`config.mk`:
```
export PLATFORM = sky130hd
export DESIGN_NAME = tmds_encoder
export DESIGN_NICKNAME = d
export VERILOG_FILES = /design/src/rtl/tmds_pkg.sv /design/src/rtl/count_number_of_ones.sv /design/src/rtl/tmds_channel.sv /design/src/rtl/tmds_encoder.sv
export SDC_FILE = /design/constraint.sdc
export NUM_CORES = 1
export LEC_CHECK = 0
export BUFFER_PORTS_ARGS = -buffer_cell sky130_fd_sc_hd__buf_2
export CAP_MARGIN = 20
export CORE_MARGIN = 8
export CORE_UTILIZATION = 60
export CTS_BUF_LIST = sky130_fd_sc_hd__clkbuf_16
export CTS_CLUSTER_SIZE = 14
export DETAILED_ROUTE_END_ITERATION = 16
export HOLD_SLACK_MARGIN = 0.05
export PLACE_DENSITY = 0.91
export SYNTH_ARGS = -nofsm -noshare
export SYNTH_HDL_FRONTEND = slang
export SYNTH_SLANG_ARGS = --single-unit
```
`constraint.sdc`:
```
create_clock -name pixel_clk_in -period 5.8 [get_ports pixel_clk_in]
set_clock_uncertainty 0.15 [all_clocks]
set_input_delay 0.58 -clock pixel_clk_in [delete_from_list [all_inputs] [get_ports pixel_clk_in]]
set_output_delay 0.58 -clock pixel_clk_in [all_outputs]
set_load 0.005 [all_outputs]
```
`src/rtl/tmds_pkg.sv`:
```
// Shared types and symbol tables for the TMDS encoder.
// Define TERC4_EN to add HDMI data-island (TERC4) encoding.
package tmds_pkg;

    typedef logic [9:0]        tmds_sym_t;
    typedef logic [8:0]        qm_t;
    typedef logic signed [4:0] disp_t;

    typedef struct packed {
        qm_t        qm;
        logic       ve;
        logic [1:0] ctrl;
`ifdef TERC4_EN
        logic       island;
        logic [3:0] nib;
`endif
    } stage1_t;

    localparam tmds_sym_t CTRL_TOKEN [4] = '{
        10'b1101010100,
        10'b0010101011,
        10'b0101010100,
        10'b1010101011
    };

`ifdef TERC4_EN
    localparam tmds_sym_t TERC4_TABLE [16] = '{
        10'b1010011100, 10'b1001100011, 10'b1011100100, 10'b1011100010,
        10'b0101110001, 10'b0100011110, 10'b0110001110, 10'b0100111100,
        10'b1011001100, 10'b0100111001, 10'b0110011100, 10'b1011000110,
        10'b1010001110, 10'b1001110001, 10'b0101100011, 10'b1011000011
    };
`endif

endpackage

```
`src/rtl/count_number_of_ones.sv`:
```
// Population count of one byte.
module count_number_of_ones (
    input  logic [7:0] bits_in,
    output logic [3:0] count_out
);

    always_comb begin
        count_out = '0;
        for (int i = 0; i < 8; i++) begin
            count_out = count_out + {3'b000, bits_in[i]};
        end
    end

endmodule

```
`src/rtl/tmds_channel.sv`:
```
// One TMDS lane: transition minimisation, then DC balance / token insertion.
// With TERC4_EN defined, blanking cycles flagged as island emit TERC4 symbols.
module tmds_channel
    import tmds_pkg::*;
(
    input  logic       clk,
    input  logic       rst_n,
    input  logic [7:0] data_in,
    input  logic [1:0] control_in,
    input  logic       ve_in,
`ifdef TERC4_EN
    input  logic       island_in,
    input  logic [3:0] terc4_in,
`endif
    output tmds_sym_t  tmds_out
);

    stage1_t   s1_d, s1_q;
    qm_t       qm_d;
    logic      use_xnor;
    logic [3:0] n1_d, n1_q;
    tmds_sym_t sym_d, sym_q;
    disp_t     cnt_d, cnt_q;
    disp_t     n1_s, diff;
    logic      q8;
    logic [7:0] qb;

    localparam disp_t ZERO = 5'sd0;
    localparam disp_t TWO  = 5'sd2;
    localparam disp_t EIGHT = 5'sd8;

    count_number_of_ones u_pc_in (
        .bits_in   (data_in),
        .count_out (n1_d)
    );

    always_comb begin
        use_xnor = (n1_d > 4'd4) || (n1_d == 4'd4 && !data_in[0]);
        qm_d = '0;
        qm_d[0] = data_in[0];
        for (int i = 1; i < 8; i++) begin
            qm_d[i] = use_xnor ? ~(data_in[i] ^ qm_d[i-1])
                               :  (data_in[i] ^ qm_d[i-1]);
        end
        qm_d[8] = ~use_xnor;
        s1_d = '0;
        s1_d.qm = qm_d;
        s1_d.ve = ve_in;
        s1_d.ctrl = control_in;
`ifdef TERC4_EN
        s1_d.island = island_in;
        s1_d.nib = terc4_in;
`endif
    end

    always_ff @(posedge clk or negedge rst_n) begin
        if (!rst_n) begin
            s1_q <= '0;
        end else begin
            s1_q <= s1_d;
        end
    end

    count_number_of_ones u_pc_qm (
        .bits_in   (s1_q.qm[7:0]),
        .count_out (n1_q)
    );

    // diff = n1 - n0 = 2*n1 - 8, always in [-8, 8]
    always_comb begin
        q8   = s1_q.qm[8];
        qb   = s1_q.qm[7:0];
        n1_s = $signed({1'b0, n1_q});
        diff = n1_s + n1_s - EIGHT;
        sym_d = sym_q;
        cnt_d = cnt_q;
        if (!s1_q.ve) begin
            cnt_d = ZERO;
            sym_d = CTRL_TOKEN[s1_q.ctrl];
`ifdef TERC4_EN
            if (s1_q.island) begin
                sym_d = TERC4_TABLE[s1_q.nib];
            end
`endif
        end else if (cnt_q == ZERO || diff == ZERO) begin
            sym_d = {~q8, q8, q8 ? qb : ~qb};
            cnt_d = cnt_q + (q8 ? diff : -diff);
        end else if ((cnt_q > ZERO && diff > ZERO) ||
                     (cnt_q < ZERO && diff < ZERO)) begin
            sym_d = {1'b1, q8, ~qb};
            cnt_d = cnt_q + (q8 ? TWO : ZERO) - diff;
        end else begin
            sym_d = {1'b0, q8, qb};
            cnt_d = cnt_q - (q8 ? ZERO : TWO) + diff;
        end
    end

    always_ff @(posedge clk or negedge rst_n) begin
        if (!rst_n) begin
            sym_q <= CTRL_TOKEN[0];
            cnt_q <= ZERO;
        end else begin
            sym_q <= sym_d;
            cnt_q <= cnt_d;
        end
    end

    assign tmds_out = sym_q;

endmodule

```
`src/rtl/tmds_encoder.sv`:
```
// Multi-lane pipelined TMDS encoder, two-cycle latency, one symbol per lane per clock.
// Define TERC4_EN to expose de_island_in / terc4_in and enable data-island symbols.
module tmds_encoder
    import tmds_pkg::*;
#(
    parameter int CHANNELS = 3
) (
    input  logic                    pixel_clk_in,
    input  logic                    rst_n_in,
    input  logic [8*CHANNELS-1:0]   data_in,
    input  logic [2*CHANNELS-1:0]   control_in,
    input  logic                    ve_in,
`ifdef TERC4_EN
    input  logic                    de_island_in,
    input  logic [4*CHANNELS-1:0]   terc4_in,
`endif
    output logic [10*CHANNELS-1:0]  tmds_out
);

    for (genvar c = 0; c < CHANNELS; c++) begin : g_lane
        tmds_channel u_ch (
            .clk        (pixel_clk_in),
            .rst_n      (rst_n_in),
            .data_in    (data_in[8*c +: 8]),
            .control_in (control_in[2*c +: 2]),
            .ve_in      (ve_in),
`ifdef TERC4_EN
            .island_in  (de_island_in),
            .terc4_in   (terc4_in[4*c +: 4]),
`endif
            .tmds_out   (tmds_out[10*c +: 10])
        );
    end

endmodule

```
# Yosys cells after proc, flatten, opt, wreduce, memory -nomap -nowiden
# Cells that the tools add are included.
dict set report op_classes {
  n_eq_ne 3
  n_addsub 66
  reduce_logical 27
  mux 60
  bitwise 54
  magnitude_cmp 18
}
# operator n
set op_table {}
lappend op_table {{10-bit two-way mux} 15}
lappend op_table {{4-bit by 1-bit adder with 4-bit output} 24}
lappend op_table {{10-bit binary-select mux with 2-bit select} 3}
lappend op_table {{5-bit two-way mux} 12}
lappend op_table {{5-bit adder} 9}
lappend op_table {{5-bit by 1-bit > comparator with 1-bit output, second input constant} 6}
lappend op_table {{5-bit zero test} 6}
lappend op_table {{5-bit by 1-bit less-than comparator with 1-bit output, second input constant} 6}
lappend op_table {{5-bit subtractor} 6}
lappend op_table {{1-bit NOT} 27}
lappend op_table {{3-bit by 1-bit adder with 4-bit output} 6}
lappend op_table {{8-bit two-way mux} 3}
lappend op_table {{8-bit NOT} 3}
lappend op_table {{1-bit two-way mux} 21}
lappend op_table {{1-bit XOR} 21}
lappend op_table {{2-bit by 1-bit adder with 3-bit output} 6}
lappend op_table {{4-bit by 4-bit adder with 5-bit output} 3}
lappend op_table {{5-bit negation} 3}
lappend op_table {{5-bit subtractor, second input constant} 3}
lappend op_table {{1-bit by 1-bit adder with 2-bit output} 6}
lappend op_table {{4-bit by 3-bit == test with 1-bit output, second input constant} 3}
lappend op_table {{4-bit by 3-bit > comparator with 1-bit output, second input constant} 3}
lappend op_table {{2-bit two-way mux} 6}
lappend op_table {{3-bit greater-or-equal comparator, second input constant} 3}
lappend op_table {{other kinds (4)} 24}
dict set report word_totals {
  in_bits 33
  reg_bits 79
  wordCells 241
}

# Depth between registers and ports, before layout
# Gate-level depths: netlist (run 1).
dict set report logic_depth {
  depth_word 29
  ltp_mapped 17
  ltp_nobuf 17
}

# Hierarchy
# From an unflattened synthesis (run 1), not the netlist that was laid out.
dict set report unflattened {
  hier_cells 586
  area_unflattened_um2 6124.6
}
# module cells_per_inst seq_area_each_um2 n_inst area_each_um2
set modules_own_cells {}
lappend modules_own_cells {{tmds_channel (g_lane[0].u_ch ...)} 146 656.9 2 1639.1}
lappend modules_own_cells {{tmds_channel (g_lane[1].u_ch)} 150 656.9 1 1705.4}
lappend modules_own_cells {count_number_of_ones 24 0.0 6 190.2}

# Worst setup path before layout (run 1)
# Ideal clock, no wire load.
dict set report synth_path {
  path_type {reg2reg}
  start {register g_lane[0].u_ch.s1_q (netlist bit g_lane[0].u_ch.qb[0])}
  end {register g_lane[0].u_ch.cnt_q[4]}
  arrival_ns 4.273
  n_path_buf 0
  period_less_slack_ns 4.524
  setup_ns 0.101
  path_slack_ns 1.276
  path_stages_with_launch 17
  path_cell_list {dfrtp_1 -> fa_1 -> inv_1 -> fa_1 -> fa_1 -> inv_1 -> ha_1 -> fa_1 -> inv_1 -> ha_1 -> mux2_2 -> ha_1 -> a21o_1 -> a21oi_1 -> xnor2_1 -> mux2i_1 -> nor4_1}
}
dict set report synth_via {
  elab_chain_cells 15
  word_cells_on_any_way 24
  cone_classes {13 x add/sub; 2 x order compare; 4 x mux; 5 x reduce/logical}
}
# element line_no
set synth_rtl {}
lappend synth_rtl {{start, declared} tmds_channel.sv:18} ;# stage1_t s1_d, s1_q;
lappend synth_rtl {{start signal, assigned} tmds_channel.sv:58} ;# s1_q <= '0;
lappend synth_rtl {{start signal, assigned} tmds_channel.sv:60} ;# s1_q <= s1_d;
lappend synth_rtl {{1-bit by 1-bit adder with 2-bit output *} count_number_of_ones.sv:10} ;# count_out = count_out + {3'b000, bits_in[i]};
lappend synth_rtl {{2-bit by 1-bit adder with 3-bit output *} count_number_of_ones.sv:10}
lappend synth_rtl {{3-bit by 1-bit adder with 4-bit output *} count_number_of_ones.sv:10}
lappend synth_rtl {{4-bit by 1-bit adder with 4-bit output * (4 in a row)} count_number_of_ones.sv:10}
lappend synth_rtl {{4-bit by 4-bit adder with 5-bit output *} tmds_channel.sv:74} ;# diff = n1_s + n1_s - EIGHT;
lappend synth_rtl {{5-bit subtractor *} tmds_channel.sv:74}
lappend synth_rtl {{branches (longest 4 deep; another with 5-bit negation)} n/a}
lappend synth_rtl {{5-bit two-way mux *} tmds_channel.sv:85} ;# end else if (cnt_q == ZERO || diff == ZERO) begin
lappend synth_rtl {{5-bit two-way mux *} tmds_channel.sv:77} ;# if (!s1_q.ve) begin
lappend synth_rtl {{net g_lane[0].u_ch.cnt_d[4]} tmds_channel.sv:23} ;# disp_t cnt_d, cnt_q;
lappend synth_rtl {{end signal, assigned} tmds_channel.sv:104} ;# cnt_q <= cnt_d;
lappend synth_rtl {{end, declared} tmds_channel.sv:23}
# Mark *: on every way through the listed nets, which the timed path passes.

# Worst setup path in the final report (run 1)
dict set report layout_path {
  start {register g_lane[0].u_ch.s1_q (netlist bit g_lane[0].u_ch.qb[0])}
  end {register g_lane[0].u_ch.sym_q[5]}
}
dict set report layout_via {
  elab_chain_cells 15
  word_cells_on_any_way 19
  cone_classes {9 x add/sub; 2 x order compare; 3 x mux; 5 x reduce/logical}
}
# element line_no
set layout_rtl {}
lappend layout_rtl {{1-bit by 1-bit adder with 2-bit output *} count_number_of_ones.sv:10}
lappend layout_rtl {{2-bit by 1-bit adder with 3-bit output *} count_number_of_ones.sv:10}
lappend layout_rtl {{3-bit by 1-bit adder with 4-bit output *} count_number_of_ones.sv:10}
lappend layout_rtl {{4-bit by 1-bit adder with 4-bit output * (4 in a row)} count_number_of_ones.sv:10}
lappend layout_rtl {{4-bit by 4-bit adder with 5-bit output *} tmds_channel.sv:74}
lappend layout_rtl {{5-bit subtractor *} tmds_channel.sv:74}
lappend layout_rtl {{5-bit by 1-bit > comparator with 1-bit output or 5-bit by 1-bit less-than comparator with 1-bit output (tied branches)} {tmds_channel.sv:88, tmds_channel.sv:89}}
lappend layout_rtl {{1-bit logical AND, on equally long branches} {tmds_channel.sv:88, tmds_channel.sv:89}}
lappend layout_rtl {{1-bit logical OR} tmds_channel.sv:88} ;# end else if ((cnt_q > ZERO && diff > ZERO) ||
lappend layout_rtl {{10-bit two-way mux} tmds_channel.sv:88}
lappend layout_rtl {{10-bit two-way mux *} tmds_channel.sv:85}
lappend layout_rtl {{10-bit two-way mux *} tmds_channel.sv:77}
lappend layout_rtl {{net g_lane[0].u_ch.sym_d[5]} tmds_channel.sv:22} ;# tmds_sym_t sym_d, sym_q;
lappend layout_rtl {{end signal, assigned} tmds_channel.sv:100} ;# sym_q <= CTRL_TOKEN[0];
lappend layout_rtl {{end signal, assigned} tmds_channel.sv:103} ;# sym_q <= sym_d;
lappend layout_rtl {{end, declared} tmds_channel.sv:22}
# The timed path passes the listed nets; every way through them passes the cells marked *.

==> flow_summary.json, run 1 <==
{
  "cts_tree": "built",
  "drv_slew": 0,
  "fillCellCount": 705,
  "path_clk_slew_ps": 60,
  "cp-start-kind": "flop",
  "hp-class": "primary input to flop",
  "synth_cell_types": 48,
  "hold_viol": 0,
  "grt_pass1_wl_um": 21220,
  "ys.warnings.count": 0,
  "fp.dieW_um": 116.5,
  "cts_setup_buffers": 0,
  "syn_avg_cell_area_um2": 10.62,
  "critical_path_required_ps": 5840,
  "rows": 36,
  "clock.fmax_mhz": 204.6,
  "vias_per_cell": 5.339,
  "drt_first_pass_iters": 4,
  "period_share": 0.8427,
  "path_class": "flop to flop",
  "die_h_um": 116.5,
  "antenna_found_initial": 0,
  "cts_buffers": 9,
  "grt_max_degree": 77,
  "setup_viol": 0,
  "end_kind": "flop",
  "drt_wl_total_um": 12620,
  "fin_crit_ps": 4887,
  "coreArea_um2": 9774,
  "critPathArrivalTime_ps": 4930,
  "clock_latency_ps": 340,
  "gp_congestion": 0.9710,
  "clockBufferDepth": 2,
  "dpl.hpwl_um": 10180,
  "area_growth_pct": 11.88,
  "synthArstFlopShare": 1.000,
  "maxCapViolations": 0,
  "synthTopCellsByArea": "dfrtp_1 25%, ha_1 14%, fa_1 13%",
  "final_common_cell": "inv_1",
  "layout.cells.most_common_list": "112 x inv_1, 66 x ha_1, 61 x dfrtp_1, 61 x buf_2, 58 x xnor2_1",
  "fin_nets": 774,
  "yosysSeqAreaShare": 0.3171,
  "cts_root_buffer": "clkbuf_16",
  "grt_pass1_vias": 4515,
  "synth_top_cell_by_area": "dfrtp_1",
  "slew_headroom": 0.3814,
  "synth_cells": 570,
  "die_area_um2": 13560,
  "ys.flop_type": "dfrtp_1",
  "drt_iter0_markers": 150,
  "rsz0062_at_grt": "no",
  "cts_num_sinks": 76,
  "wl_per_cell_um": 16.30,
  "pin_count": 63,
  "synth_edf_count": 0,
  "start_util": 0.6196,
  "worstPathMaxFanout": 9,
  "cts_hold_buf": 0,
  "outcome": "complete, no violations",
  "tns_ps": 0,
  "netlist.area_leader.share": 0.2521,
  "htreeDepth": 3,
  "ys_ff_latch": 76,
  "track_usage": 0.2028,
  "gr-total-overflow": 0,
  "drive_gt1_frac": 0.1934,
  "cts_resized": 0,
  "syn-num-nets": 708,
  "tightest_slew_ps": 927.9,
  "drtAntennaViolNets": 0,
  "num_antenna_cells": 0,
  "vias": 4132,
  "post-route-drc-count": 0,
  "io_buffers": 62,
  "synth_area_um2": 6056
}
==> layout make-up <==
class | instances | area (um2) | area share
clock buffers | 9 | 225.2 | 0.03324
clock inverters | 7 | 30.03 | 0.004432
inverters | 118 | 442.9 | 0.06537
multi-input cells | 366 | 3655 | 0.5394
flip-flops and latches | 76 | 1921 | 0.2835
well taps | 133 | 166.4 | 0.02456
repair buffers | 65 | 335.3 | 0.04949
==> cells by family after synthesis <==
family	Yosys count	synth area share
XOR/XNOR	90	0.1523
buffers and inverters	128	0.07934
adder cells (fa/ha/maj)	105	0.2653
multiplexers	15	0.03120
AO/OA/AOI/OAI	79	0.08905
flip-flops	76	0.3171
AND/OR/NAND/NOR	77	0.06570
==> final timing paths <==
path                                   startpoint                         end  slack [ps]  cells after the start
min reg2reg                g_lane[0].u_ch.s1_q[1]  g_lane[0].u_ch.tmds_out[9]         400                      2
min                                 control_in[3]      g_lane[1].u_ch.s1_q[1]         200                      1
max                          g_lane[0].u_ch.qb[0]  g_lane[0].u_ch.tmds_out[5]         910                     15
max reg2reg                  g_lane[0].u_ch.qb[0]  g_lane[0].u_ch.tmds_out[5]         910                     15
min in group asynchronous                rst_n_in  g_lane[1].u_ch.tmds_out[0]         240                      1
max in group asynchronous                rst_n_in        g_lane[0].u_ch.qb[2]        4660                      1
==> Yosys cell counts (2+ instances only) <==
master / number
nor3_1: 6
a211o_1: 2
a21oi_1: 44
a311oi_1: 2
fa_1: 39
a31oi_4: 3
mux2i_4: 3
clkbuf_1: 9
and3_1: 3
xnor2_4: 2
a31oi_1: 2
nor2_1: 25
o2111a_1: 2
o22ai_1: 2
xnor2_2: 7
nand3b_1: 4
nand2_1: 9
xnor3_2: 2
or3_1: 3
or4_1: 3
nand3_1: 7
mux2i_1: 11
dfstp_2: 15
nand4_1: 2
a21o_1: 8
o21ai_0: 2
inv_1: 108
dfrtp_1: 61
xor2_1: 20
inv_2: 10
and2_1: 3
a211oi_1: 5
o31ai_1: 2
nor2b_1: 6
xnor2_1: 58
nor4_1: 3
ha_1: 66
==> worst max-delay path: stages, from the launching register on <==
cell	delay, ps
dfrtp_1	410
fa_1	550
inv_1	50
fa_1	470
fa_1	490
inv_1	50
ha_1	200
fa_1	450
xor2_1	240
nand3_1	160
inv_1	60
ha_1	190
nor2_1	460
mux2i_4	530
xnor2_1	170
a21oi_1	110
==> registers in the layout (all words and copies together) (netlist names) <==
register / cells
g_lane.u_ch.cnt_q: 12
g_lane.u_ch.q8: 3
g_lane.u_ch.qb: 24
g_lane.u_ch.s1_q: 7
g_lane.u_ch.tmds_out: 30
==> per-stage QoR <==
step | hold WS (ps) | worst slack, ps | cell area, um2 | cells | util
after floorplan | 134.4 | 1276 | 6056 | 570 | -
after detailed placement | 397.0 | 944.5 | 6520 | 758 | 0.6671
after global routing | 190.4 | 672.7 | 6775 | 774 | 0.6932
after CTS | 189.7 | 894.6 | 6775 | 774 | 0.6932
final | 197.0 | 912.6 | 6775 | 774 | 0.6932
after global placement | 397.0 | 1068 | 6520 | 758 | 0.6671
==> routing by layer <==
| metal | vias to the layer above | routed length (um) | GRT usage |
|---|---|---|---|
| met1 | 2031 | 5096 | 0.2354 |
| met4 | 0 | 295 | 0.07865 |
| met3 | 29 | 636 | 0.04033 |
| li1 | 1952 | - | - |
| met5 | - | 0 | 0 |
| met2 | 120 | 6589 | 0.3606 |
Power of run 1 is left out: the tool's default activity adds up to more than one toggle a clock period on the data nets, which glitch-free logic cannot reach.
==> run 2: changes to the inputs <==
Settings changed: ABC_AREA from default to 1, CORE_UTILIZATION 60 to 61, PLACE_DENSITY 0.91 to 0.92.
Clock period 5.8 ns to 4.9 ns, I/O delays scaled along.
==> flow_summary.json, run 2 <==
{
  "outcome": "complete, no violations",
  "maxCapViolations": 0,
  "fin_crit_ps": 4727,
  "dpl.hpwl_um": 10250,
  "netlist.area_leader.share": 0.2455,
  "yosysSeqAreaShare": 0.3089,
  "vias_per_cell": 5.194,
  "slew_headroom": 0.3868,
  "cts_num_sinks": 76,
  "track_usage": 0.2154,
  "grt_pass1_vias": 4944,
  "synthTopCellsByArea": "dfrtp_1 25%, ha_1 13%, fa_1 13%",
  "io_buffers": 62,
  "layout.cells.most_common_list": "123 x inv_1, 109 x nand2_1, 64 x ha_1",
  "cts_hold_buf": 0,
  "ys.flop_type": "dfrtp_1",
  "coreArea_um2": 10090,
  "drv_slew": 0,
  "ys_ff_latch": 76,
  "hp-class": "primary input to flop",
  "period_share": 0.9646,
  "drt_iter0_markers": 379,
  "gp_congestion": 0.8590,
  "synth_area_um2": 6218,
  "drive_gt1_frac": 0.2224,
  "synthArstFlopShare": 1.000,
  "syn_avg_cell_area_um2": 8.858,
  "die_area_um2": 13680,
  "worstPathMaxFanout": 3,
  "path_class": "flop to flop",
  "fin_nets": 911,
  "drt_wl_total_um": 13780,
  "synth.most_common_cell": "inv_1",
  "htreeDepth": 3,
  "num_antenna_cells": 0,
  "synth_cell_types": 30,
  "largest_reg_flops": 30,
  "setup_viol": 0,
  "critPathArrivalTime_ps": 4770,
  "synth_edf_count": 0,
  "path_clk_slew_ps": 60,
  "clockBufferDepth": 2,
  "drt_first_pass_iters": 5,
  "pin_count": 63,
  "syn-num-nets": 840,
  "fp.dieW_um": 117.0,
  "antenna_found_initial": 0,
  "final-seq-area_um2": 1921,
  "cts_root_buffer": "clkbuf_16",
  "synth_top_cell_by_area": "dfrtp_1",
  "drtAntennaViolNets": 0,
  "cts_tree": "built",
  "grt_pass1_wl_um": 22740,
  "clock.fmax_mhz": 211.6,
  "fillCellCount": 710,
  "start_util": 0.6162,
  "clock_latency_ps": 340,
  "wl_per_cell_um": 15.08,
  "post-route-drc-count": 0,
  "multiInputGateArea_um2": 3744,
  "vias": 4747,
  "cts_buffers": 9,
  "critical_path_required_ps": 4950,
  "cp-start-kind": "flop",
  "hold_viol": 0,
  "ys.warnings.count": 0,
  "tns_ps": 0,
  "tightest_slew_ps": 919.8,
  "gr-total-overflow": 0,
  "end_kind": "flop",
  "final_common_cell": "inv_1",
  "grt_max_degree": 77,
  "rows": 37,
  "synth_cells": 702,
  "die_h_um": 117.0,
  "synthTopCellsByCount": "123 x inv_1, 109 x nand2_1, 66 x ha_1",
  "area_growth_pct": 13.64
}
-- run 2: cell count changes in the layout (fill, tap and decap cells not counted), moves of 16 or more --
cell,before,now
a21oi_1,44,24
inv_2,10,39
nand2_1,9,109
nand3_1,7,48
o21ai_1,1,38
xnor2_1,58,29
xor2_1,20,36
-- run 2: cells by family (layout without fill, tap and decap cells) --
logic type,after synthesis,count (layout),synth area share
AOI/OAI and AO/OA,86,86,0.08672
xor gates and xnor gates,69,69,0.1014
adders and majority gates,105,105,0.2583
buffers and inverters,166,242,0.1002
DFF,76,76,0.3089
and+or+nand+nor,200,200,0.1445
-- run 2: layout make-up --
| cell class | count | share of cell area |
|---|---|---|
| clock buffers | 9 | 0.03187 |
| repair buffers | 65 | 0.04745 |
| multi-input cells | 460 | 0.5297 |
| clock inverters | 7 | 0.009561 |
| well taps | 136 | 0.02408 |
| flip-flops and latches | 76 | 0.2718 |
| inverters | 161 | 0.08552 |
-- run 2: repair_timing --
item / in CTS / in global routing
setup buffers: 0 / 3
setup endpoints to repair: 2 / 2
pin swaps: 0 / 7
resized for setup: 7 / 7
-- run 2: worst max-delay path: stages (launching register included) --
cell and delay (ps):
dfrtp_1 400, fa_1 550, inv_1 60, fa_1 490
fa_1 550, inv_1 40, ha_1 220, inv_2 80
fa_2 440, ha_1 230, nor2_1 120, xor2_1 150
inv_1 90, ha_4 230, a21oi_2 140, nand2_1 100
xor2_2 220, o21ai_2 80, a21oi_2 180, nor3_2 80
-- run 2: routing by layer --
layer / global-route usage / part of all wire
met4: 0.1015 / 0.025
met1: 0.2366 / 0.40
met3: 0.04618 / 0.047
met5: 0 / 0
met2: 0.3887 / 0.53
-- run 2: path summary, 6_finish.rpt --
| path | start | endpoint | slack [ps] | cells after the start |
|---|---|---|---|---|
| min reg2reg | g_lane[2].u_ch.qb[5] | g_lane[2].u_ch.tmds_out[5] | 330 | 1 |
| max reg2reg | g_lane[1].u_ch.qb[0] | g_lane[1].u_ch.cnt_q[4] | 170 | 19 |
| min | control_in[4] | g_lane[2].u_ch.s1_q[0] | 110 | 1 |
| max in group asynchronous | rst_n_in | g_lane[0].u_ch.tmds_out[5] | 3870 | 1 |
| max | g_lane[1].u_ch.qb[0] | g_lane[1].u_ch.cnt_q[4] | 170 | 19 |
| min in group asynchronous | rst_n_in | g_lane[2].u_ch.tmds_out[3] | 140 | 1 |
-- run 2: metrics by stage --
stage	util	area (um2)	hold slack, ps	setup WS [ps]	std cells
after CTS	0.6944	7008	98.74	10.18	911
final	0.7002	7067	108.3	173.3	914
after global routing	0.7002	7067	92.71	-22.40	914
after floorplan	-	6218	44.41	445.0	702
after global placement	0.6622	6683	312.0	341.1	895
after detailed placement	0.6622	6683	320.4	95.00	895
Power of run 2 is left out for the same reason.
==> run 3: changes to the inputs <==
Settings changed: PLACE_DENSITY 0.92 to 0.94.
==> flow_summary.json, run 3 (synthesized netlist as in run 2, its figures left out) <==
{
  "coreArea_um2": 10090,
  "drtAntennaViolNets": 0,
  "gp_congestion": 0.9164,
  "clock_latency_ps": 350,
  "rows": 37,
  "grt_max_degree": 77,
  "drt_iter0_markers": 439,
  "dp.cells": 895,
  "track_usage": 0.2145,
  "period_share": 0.9860,
  "worstPathMaxFanout": 5,
  "clock.fmax_mhz": 207.0,
  "grt_pass1_vias": 5095,
  "hp-start": "ve_in",
  "fin_nets": 910,
  "final_area_um2": 7030,
  "pin_count": 63,
  "worstReg2RegStart": "g_lane[1].u_ch.qb[0]",
  "drt_wl_total_um": 14180,
  "die_h_um": 117.0,
  "grt_pass1_wl_um": 23120,
  "hp-class": "primary input to flop",
  "antenna_found_initial": 0,
  "hold_viol": 0,
  "io_buffers": 62,
  "num_antenna_cells": 0,
  "multiInputGateArea_um2": 3707,
  "critical_path_required_ps": 4950,
  "slew_headroom": 0.3838,
  "cts_root_buffer": "clkbuf_16",
  "instances_no_fill": 913,
  "maxCapViolations": 0,
  "cts_num_sinks": 76,
  "post-route-drc-count": 0,
  "wl_per_cell_um": 15.53,
  "startpoint": "g_lane[1].u_ch.qb[0]",
  "cts_buffers": 9,
  "dpl.hpwl_um": 10230,
  "cp-start-kind": "flop",
  "drt_first_pass_iters": 7,
  "gr-total-overflow": 0,
  "setup_viol": 0,
  "end_kind": "flop",
  "cts_tree": "built",
  "fp.dieW_um": 117.0,
  "die_area_um2": 13680,
  "layout.cells.most_common_list": "122 x inv_1, 109 x nand2_1, 63 x ha_1",
  "place_area_um2": 6683,
  "cts_hold_buf": 0,
  "fillCellCount": 692,
  "drive_gt1_frac": 0.2162,
  "htreeDepth": 3,
  "largest_reg_flops": 30,
  "path_clk_slew_ps": 70,
  "final_common_cell": "inv_1",
  "start_util": 0.6162,
  "path_class": "flop to flop",
  "outcome": "complete, no violations",
  "vias_per_cell": 5.325,
  "tightest_slew_ps": 924.3,
  "clockBufferDepth": 2,
  "final-seq-area_um2": 1921,
  "critPathArrivalTime_ps": 4880,
  "vias": 4862,
  "area_growth_pct": 13.06,
  "tns_ps": 0,
  "fin_crit_ps": 4831,
  "drv_slew": 0
}
## run 3: layout make-up
class / count / area share
clock buffer: 9 / 0.03203
multi-input combinational: 460 / 0.5273
timing repair buffer: 64 / 0.04663
inverter: 161 / 0.08596
tap: 136 / 0.02420
sequential: 76 / 0.2732
clock inverter: 7 / 0.01068
## run 3: critical path, stage by stage, from the launching register on
cell and delay [ps]:
dfrtp_1 400, fa_1 560, inv_1 50, fa_1 460, fa_1 480, inv_1 70, ha_2 190, inv_2 50
fa_2 620, ha_2 190, nor2_2 40, xor2_1 180, inv_1 100, ha_4 240, a21oi_1 170, nand2_1 100
xor2_1 210, o21ai_1 140, a21oi_1 210, nor3_1 80
## run 3: path summary, 6_finish.rpt
| path | endpoint | slack [ps] | cells after the start |
|---|---|---|---|
| setup / recovery | g_lane[1].u_ch.cnt_q[4] | 70 | 19 |
| hold / removal | g_lane[2].u_ch.s1_q[2] | 100 | 1 |
| setup reg to reg | g_lane[1].u_ch.cnt_q[4] | 70 | 19 |
| hold reg to reg | g_lane[2].u_ch.tmds_out[5] | 320 | 1 |
| max in group asynchronous | g_lane[2].u_ch.s1_q[2] | 3860 | 1 |
| min in group asynchronous | g_lane[2].u_ch.s1_q[0] | 120 | 1 |
## run 3: routing by layer
layer | track usage | up-vias | share of wire
met1 | 0.2421 | 2337 | 0.38
met4 | 0.09642 | 0 | 0.032
met5 | 0 | - | 0
met2 | 0.3914 | 180 | 0.53
met3 | 0.03284 | 52 | 0.058
li1 | - | 2293 | -
## run 3: timing repair
item | in CTS | in global routing
buffers inserted | 0 | 2
endpoints found under the setup margin | 0 | 11
resized for setup | 0 | 8
## run 3: stage by stage
stage               hold slack (ps)  setup slack [ps]  utilization
finish                        96.99             68.74       0.6966
global route                  91.20            -153.7       0.6966
CTS                           94.63             41.49       0.6919
detailed placement            303.1             164.6       0.6622
global placement              303.9             338.3       0.6622
floorplan                     44.41             445.0            -
Power of run 3 is left out for the same reason.
